`config.mk`:
```
export PLATFORM = sky130hd
export DESIGN_NAME = serial_job_queue
export DESIGN_NICKNAME = d
export VERILOG_FILES = /design/src/rtl/serial_pkg.sv /design/src/rtl/sync_fifo.sv /design/src/rtl/serial_job_queue.sv
export SDC_FILE = /design/constraint.sdc
export NUM_CORES = 1
export LEC_CHECK = 0
export ABC_AREA = 0
export CORE_UTILIZATION = 33
export DETAILED_ROUTE_END_ITERATION = 10
export PLACE_DENSITY = 0.54
export SYNTH_ARGS = -nofsm -noshare
export SYNTH_HDL_FRONTEND = slang
export SYNTH_SLANG_ARGS = --single-unit
```
`constraint.sdc`:
```
create_clock -name clk -period 5.9 [get_ports clk]
set_clock_uncertainty 0.2 [all_clocks]
set_input_delay 0.59 -clock clk [delete_from_list [all_inputs] [get_ports clk]]
set_output_delay 0.59 -clock clk [all_outputs]
set_load 0.05 [all_outputs]
```
`src/rtl/serial_pkg.sv`:
```
// Shared types for the serial job queue: FSM states, word width helper
// and the packed request entry carried through the request FIFO.
package serial_pkg;

    typedef enum logic [1:0] {
        IDLE,
        LAUNCH,
        RUN
    } state_t;

    function automatic int word_width(input int base);
        return 1 << base;
    endfunction

    localparam int DATA_WIDTH_BASE = 5;
    localparam int DATA_W = word_width(DATA_WIDTH_BASE);

    typedef struct packed {
        logic              mode;
        logic [DATA_W-1:0] data;
    } req_entry_t;

endpackage

```
`src/rtl/sync_fifo.sv`:
```
// First-word fall-through FIFO with combinational head read.
// Push is dropped when full, pop is dropped when empty.
module sync_fifo #(
    parameter int WIDTH      = 8,
    parameter int DEPTH_LOG2 = 2
) (
    input  logic                  clk,
    input  logic                  rst,
    input  logic                  push,
    input  logic                  pop,
    input  logic [WIDTH-1:0]      wr_data,
    output logic [WIDTH-1:0]      rd_data,
    output logic                  full,
    output logic                  empty,
    output logic [DEPTH_LOG2:0]   count
);

    localparam int DEPTH = 2 ** DEPTH_LOG2;

    logic [WIDTH-1:0]      mem [DEPTH];
    logic [DEPTH_LOG2-1:0] wr_ptr;
    logic [DEPTH_LOG2-1:0] rd_ptr;
    logic                  do_push;
    logic                  do_pop;

    assign full    = (count == (DEPTH_LOG2 + 1)'(DEPTH));
    assign empty   = (count == '0);
    assign do_push = push && !full;
    assign do_pop  = pop && !empty;
    assign rd_data = mem[rd_ptr];

    always_ff @(posedge clk) begin
        if (rst) begin
            wr_ptr <= '0;
            rd_ptr <= '0;
            count  <= '0;
            for (int i = 0; i < DEPTH; i++) begin
                mem[i] <= '0;
            end
        end else begin
            if (do_push) begin
                mem[wr_ptr] <= wr_data;
                wr_ptr      <= wr_ptr + 1'b1;
            end
            if (do_pop) begin
                rd_ptr <= rd_ptr + 1'b1;
            end
            case ({do_push, do_pop})
                2'b10:   count <= count + 1'b1;
                2'b01:   count <= count - 1'b1;
                default: count <= count;
            endcase
        end
    end

endmodule

```
`src/rtl/serial_job_queue.sv`:
```
// Job scheduler in front of the serial core: queues requests, launches them
// one at a time via start/busy, and buffers received words for the consumer.
module serial_job_queue
    import serial_pkg::*;
#(
    parameter int DATA_WIDTH_BASE = 5,
    parameter int DEPTH_LOG2      = 2,
    parameter int START_TIMEOUT   = 15
) (
    input  logic                             clk,
    input  logic                             rst,
    input  logic                             req_valid,
    output logic                             req_ready,
    input  logic                             req_mode,
    input  logic [word_width(DATA_WIDTH_BASE)-1:0] req_data,
    output logic                             rsp_valid,
    input  logic                             rsp_ready,
    output logic [word_width(DATA_WIDTH_BASE)-1:0] rsp_data,
    output logic                             core_start,
    output logic                             core_mode,
    output logic [word_width(DATA_WIDTH_BASE)-1:0] core_transmit_data,
    input  logic                             core_busy,
    input  logic                             core_finish,
    input  logic [word_width(DATA_WIDTH_BASE)-1:0] core_receive_data,
    output logic                             idle,
    output logic                             err_timeout
);

    localparam int W  = word_width(DATA_WIDTH_BASE);
    localparam int TW = $clog2(START_TIMEOUT + 1);

    state_t              state;
    logic [TW-1:0]       timer;
    req_entry_t          req_in;
    req_entry_t          head;
    logic                req_full;
    logic                req_empty;
    logic                req_pop;
    logic                rsp_full;
    logic                rsp_empty;
    logic                rsp_push;
    logic [DEPTH_LOG2:0] req_count;
    logic [DEPTH_LOG2:0] rsp_count;
    logic                unused;

    assign req_in    = '{mode: req_mode, data: req_data};
    assign req_ready = !req_full;
    assign rsp_valid = !rsp_empty;
    assign idle      = (state == IDLE) && req_empty;
    assign unused    = ^{core_finish, req_count, rsp_count};

    // Receive jobs wait while the response FIFO is full so it never overflows.
    assign req_pop  = (state == IDLE) && !req_empty
                   && (!head.mode || !rsp_full);
    assign rsp_push = (state == RUN) && !core_busy && core_mode;

    sync_fifo #(
        .WIDTH      (W + 1),
        .DEPTH_LOG2 (DEPTH_LOG2)
    ) u_req_fifo (
        .clk     (clk),
        .rst     (rst),
        .push    (req_valid),
        .pop     (req_pop),
        .wr_data (req_in),
        .rd_data (head),
        .full    (req_full),
        .empty   (req_empty),
        .count   (req_count)
    );

    sync_fifo #(
        .WIDTH      (W),
        .DEPTH_LOG2 (DEPTH_LOG2)
    ) u_rsp_fifo (
        .clk     (clk),
        .rst     (rst),
        .push    (rsp_push),
        .pop     (rsp_ready),
        .wr_data (core_receive_data),
        .rd_data (rsp_data),
        .full    (rsp_full),
        .empty   (rsp_empty),
        .count   (rsp_count)
    );

    always_ff @(posedge clk) begin
        if (rst) begin
            state              <= IDLE;
            timer              <= '0;
            core_start         <= 1'b0;
            core_mode          <= 1'b0;
            core_transmit_data <= '0;
            err_timeout        <= 1'b0;
        end else begin
            unique case (state)
                IDLE: begin
                    if (req_pop) begin
                        core_mode          <= head.mode;
                        core_transmit_data <= head.data;
                        timer              <= '0;
                        state              <= LAUNCH;
                    end
                end
                LAUNCH: begin
                    // Timer counts only cycles in which start is visible.
                    if (!core_start) begin
                        core_start <= 1'b1;
                    end else if (core_busy) begin
                        core_start <= 1'b0;
                        state      <= RUN;
                    end else if (timer == TW'(START_TIMEOUT - 1)) begin
                        core_start  <= 1'b0;
                        err_timeout <= 1'b1;
                        state       <= IDLE;
                    end else begin
                        timer <= timer + 1'b1;
                    end
                end
                RUN: begin
                    if (!core_busy) begin
                        state <= IDLE;
                    end
                end
                default: state <= IDLE;
            endcase
        end
    end

endmodule

```
==> impl_metrics.xml <==
<?xml version="1.0" encoding="UTF-8"?>
<metrics>
  <group name="clock_network">
    <metric name="number_of_buffers_created_by_cts" unit="">38</metric>
    <metric name="post_cts.repair.setup_buffers" unit="">0</metric>
    <metric name="post_cts_resized" unit="">0</metric>
    <metric name="cts_hold_repair.buffers" unit="">0</metric>
    <metric name="clock_latency" unit="ps">540</metric>
    <metric name="clock_tree.buffer_depth" unit="">3</metric>
    <metric name="cts-root-buf" unit="">clkbuf_16</metric>
    <metric name="clk_pin_slew_worst_paths" unit="ps">60</metric>
    <metric name="clock-sinks" unit="">319</metric>
    <metric name="tritoncts" unit="">done</metric>
    <metric name="htree_levels" unit="">2</metric>
  </group>
  <group name="die">
    <metric name="initial_utilization" unit="">0.338</metric>
    <metric name="core_area" unit="sq um">40000</metric>
    <metric name="dieWidth" unit="um">204</metric>
    <metric name="io_pins" unit="">141</metric>
    <metric name="floorplan.die_area" unit="sq um">41700</metric>
    <metric name="die_boundary_height" unit="um">204</metric>
    <metric name="core.rowCount" unit="">73</metric>
  </group>
  <group name="yosys">
    <metric name="synth_enable_flop_cells" unit="">260</metric>
    <metric name="ys_ff_latch" unit="">319</metric>
    <metric name="synthesized_cell_area" unit="sq um">13500</metric>
    <metric name="synthCells" unit="">919</metric>
    <metric name="synth_seq_area_share" unit="">0.666</metric>
    <metric name="yosys.cell_types.count" unit="">43</metric>
    <metric name="share_of_flip_flops_with_an_asynchronous_set_or_reset" unit="">0</metric>
    <metric name="syn-mean-instance-area" unit="sq um">14.7</metric>
    <metric name="yosysWarningCount" unit="">0</metric>
    <metric name="postSynthNetCount" unit="">996</metric>
    <metric name="primary_ff_master_synth" unit="">edfxtp_1</metric>
  </group>
  <group name="power">
    <metric name="cellPowerDensity" unit="nW/um^2">383</metric>
    <metric name="vdd_drop_max" unit="mV">0.299</metric>
    <metric name="leakage" unit="nW">6.06</metric>
  </group>
  <group name="grt">
    <metric name="grt_remaining_overflow" unit="">0</metric>
    <metric name="pin_count_of_the_biggest_net_entering_global_routing" unit="">100</metric>
    <metric name="grt_util_all_layers" unit="">0.153</metric>
    <metric name="grt_antenna_before_repair" unit="">1</metric>
    <metric name="grt_first_pass_wirelength" unit="mm">48.2</metric>
    <metric name="number_of_global_route_vias_before_repair" unit="">8167</metric>
  </group>
  <group name="timing">
    <metric name="timing.final.crit_share" unit="">0.651</metric>
    <metric name="totalNegativeSetupSlack" unit="ps">0</metric>
    <metric name="finalCriticalPeriod" unit="ps">3840</metric>
    <metric name="worst_pin_slew" unit="ps">993</metric>
    <metric name="finalMaxSlewViolations" unit="">0</metric>
    <metric name="finalHoldWorstSlack" unit="ps">254</metric>
    <metric name="grt_setup_unrepaired" unit="">no</metric>
    <metric name="peak_freq" unit="MHz">260</metric>
    <metric name="timing.slew.headroom" unit="">0.338</metric>
    <metric name="timing.final.hold_violations" unit="">0</metric>
    <metric name="setup_violations_final" unit="">0</metric>
  </group>
  <group name="worst_setup_path">
    <metric name="worst_setup_path_end_kind" unit="">output pin</metric>
    <metric name="startpoint_type" unit="">flop</metric>
    <metric name="timing.critical_path.fanout_max" unit="">17</metric>
    <metric name="timing.critical_path.slowest_stage_cell" unit="">dfxtp_2</metric>
    <metric name="cp.buffers_inverters" unit="">2</metric>
    <metric name="path_cells" unit="">buf_4 -&gt; mux4_2 -&gt; clkdlybuf4s50_1</metric>
    <metric name="critical_path_at" unit="ps">3050</metric>
    <metric name="critical-path-top-delay-family" unit="">buffers and inverters</metric>
    <metric name="cp_data_required_time" unit="ps">5110</metric>
    <metric name="worst_path_largest_cell_delay" unit="ps">730</metric>
    <metric name="crit_type" unit="">reg -&gt; out</metric>
  </group>
  <group name="routing">
    <metric name="drt-wirelength-per-cell" unit="um">19.3</metric>
    <metric name="drcViolationCount" unit="">0</metric>
    <metric name="route.layer.met1.wl" unit="mm">13.2</metric>
    <metric name="met2RoutedLength" unit="mm">15.2</metric>
    <metric name="route.met3.wl" unit="mm">2.02</metric>
    <metric name="total_wire_length" unit="mm">31.1</metric>
    <metric name="top_layer_used" unit="">met5</metric>
    <metric name="via_per_inst" unit="">4.77</metric>
    <metric name="drt_iter0_drc" unit="">388</metric>
    <metric name="routed-via-count" unit="">7678</metric>
    <metric name="residual_antenna_violating_net_count_after_detailed_routing" unit="">0</metric>
    <metric name="drt_pass1_iterations" unit="">6</metric>
  </group>
  <group name="job">
    <metric name="number_of_max_cap_violations" unit="">0</metric>
  </group>
  <group name="worst_hold_path">
    <metric name="min_path_type" unit="">reg -&gt; reg</metric>
  </group>
  <group name="layout">
    <metric name="area_growth" unit="%">23.6</metric>
    <metric name="layout.nets" unit="">1129</metric>
    <metric name="mostFrequentLayoutCell" unit="">edfxtp_1</metric>
    <metric name="layout-drive-gt1-share" unit="">0.150</metric>
    <metric name="postLayoutCellArea" unit="sq um">16700</metric>
    <metric name="fillCellCount" unit="">3736</metric>
    <metric name="highest_count_cells_in_the_layout_ignoring_fill_and_taps" unit="">edfxtp_1, and2_1, clkdlybuf4s50_1</metric>
  </group>
  <group name="placed_design">
    <metric name="placed_cell_area" unit="sq um">15500</metric>
    <metric name="portBuffers" unit="">139</metric>
    <metric name="globalplace.congestion" unit="">0.689</metric>
    <metric name="dp_hpwl" unit="mm">16.9</metric>
  </group>
  <group name="outcome">
    <metric name="run_status" unit="">finished clean</metric>
  </group>
</metrics>
-- through the flow --
stage	power, mW	setup slack (ps)	util	cells
global placement	4.24	2030	0.387	1537
finish	6.40	2060	0.417	1609
floorplan	3.77	2630	-	919
detailed placement	4.24	2000	0.387	1537
CTS	6.51	1910	0.417	1607
global route	6.70	1860	0.417	1607
-- Yosys cell counts (all sizes together) (2+ instances only) --
cell,count,share of area
nor2b,4,0.0019
a21oi,43,0.016
dfxtp,59,0.087
or2,2,0.00093
inv,9,0.0025
nand2,67,0.019
nor3,4,0.0015
nand3,6,0.0022
buf,19,0.0078
or3,4,0.0019
nor4,3,0.0014
nor2,19,0.0053
nand2b,3,0.0014
and3,67,0.031
xnor2,2,0.0013
or3b,2,0.0013
o21bai,3,0.0017
and2,194,0.090
fa,2,0.0030
o21ai,5,0.0019
clkbuf,44,0.012
a41o,2,0.0015
edfxtp,260,0.58
nor3b,4,0.0022
ha,4,0.0037
and4bb,2,0.0019
xor2,9,0.0058
nand3b,2,0.0011
mux4,65,0.11
-- worst min-delay path: stages (launching register included) --
cell	delay (ps)
dfxtp_1	300
nand2_1	50
a21oi_1	50
-- registers in the layout (all words and copies together), names as in the netlist, named ones only --
signal,flops
core_transmit_data,32
u_req_fifo.wr_ptr,2
timer,4
core_mode,1
u_req_fifo.count,3
err_timeout,1
u_req_fifo.mem,132
core_start,1
u_rsp_fifo.rd_ptr,2
state,2
u_rsp_fifo.wr_ptr,2
u_rsp_fifo.count,3
u_rsp_fifo.mem,128
u_req_fifo.rd_ptr,2
-- worst paths after layout --
| path | from | to | slack (ps) | cells past startpoint |
|---|---|---|---|---|
| max | flop | rsp_data[11] | 2060 | 3 |
| max reg2reg | flop | u_req_fifo.count[2]$_SDFFE_PP0P_ | 2100 | 10 |
| min | core_transmit_data[27]$_SDFFE_PP0P_ | core_transmit_data[27]$_SDFFE_PP0P_ | 250 | 2 |
| min reg2reg | core_transmit_data[27]$_SDFFE_PP0P_ | core_transmit_data[27]$_SDFFE_PP0P_ | 250 | 2 |
-- cells by family (layout without fill, tap and decap cells) --
kind of cell,Yosys count,after routing,synth area share
AO/OA/AOI/OAI,61,61,0.0258
XOR/XNOR,11,11,0.00713
adder cells (fa/ha/maj),6,6,0.00667
buffers and inverters,72,235,0.0226
flip-flops,319,319,0.666
multiplexers,65,65,0.108
other,0,2,0
AND/OR/NAND/NOR,385,385,0.164
-- where the power goes --
part           total [mW]  internal [mW]  leakage (nW)  switching [mW]
Clock                2.25           1.33         0.584           0.913
Combinational        1.39          0.507          2.30           0.888
Sequential           2.76           2.67          3.18          0.0910
Total                6.40           4.51          6.06            1.89
-- routing by layer --
| metal | up-vias | global-route usage |
|---|---|---|
| met5 | - | 0 |
| met4 | 2 | 0.0506 |
| met2 | 170 | 0.260 |
| met1 | 3817 | 0.188 |
| li1 | 3648 | - |
| met3 | 41 | 0.0407 |
-- final cells by class --
type,instances,area (sq um),share of cell area
Antenna cell,2,5.00,0.000300
Clock buffer,51,1080,0.0649
Clock inverter,19,121,0.00727
Inverter,9,33.8,0.00202
Multi-Input combinational cell,528,4280,0.257
Sequential cell,319,8990,0.539
Tap cell,525,657,0.0394
Timing Repair Buffer,156,1510,0.0907
No activity file was read; power rests on OpenSTA's default activity.
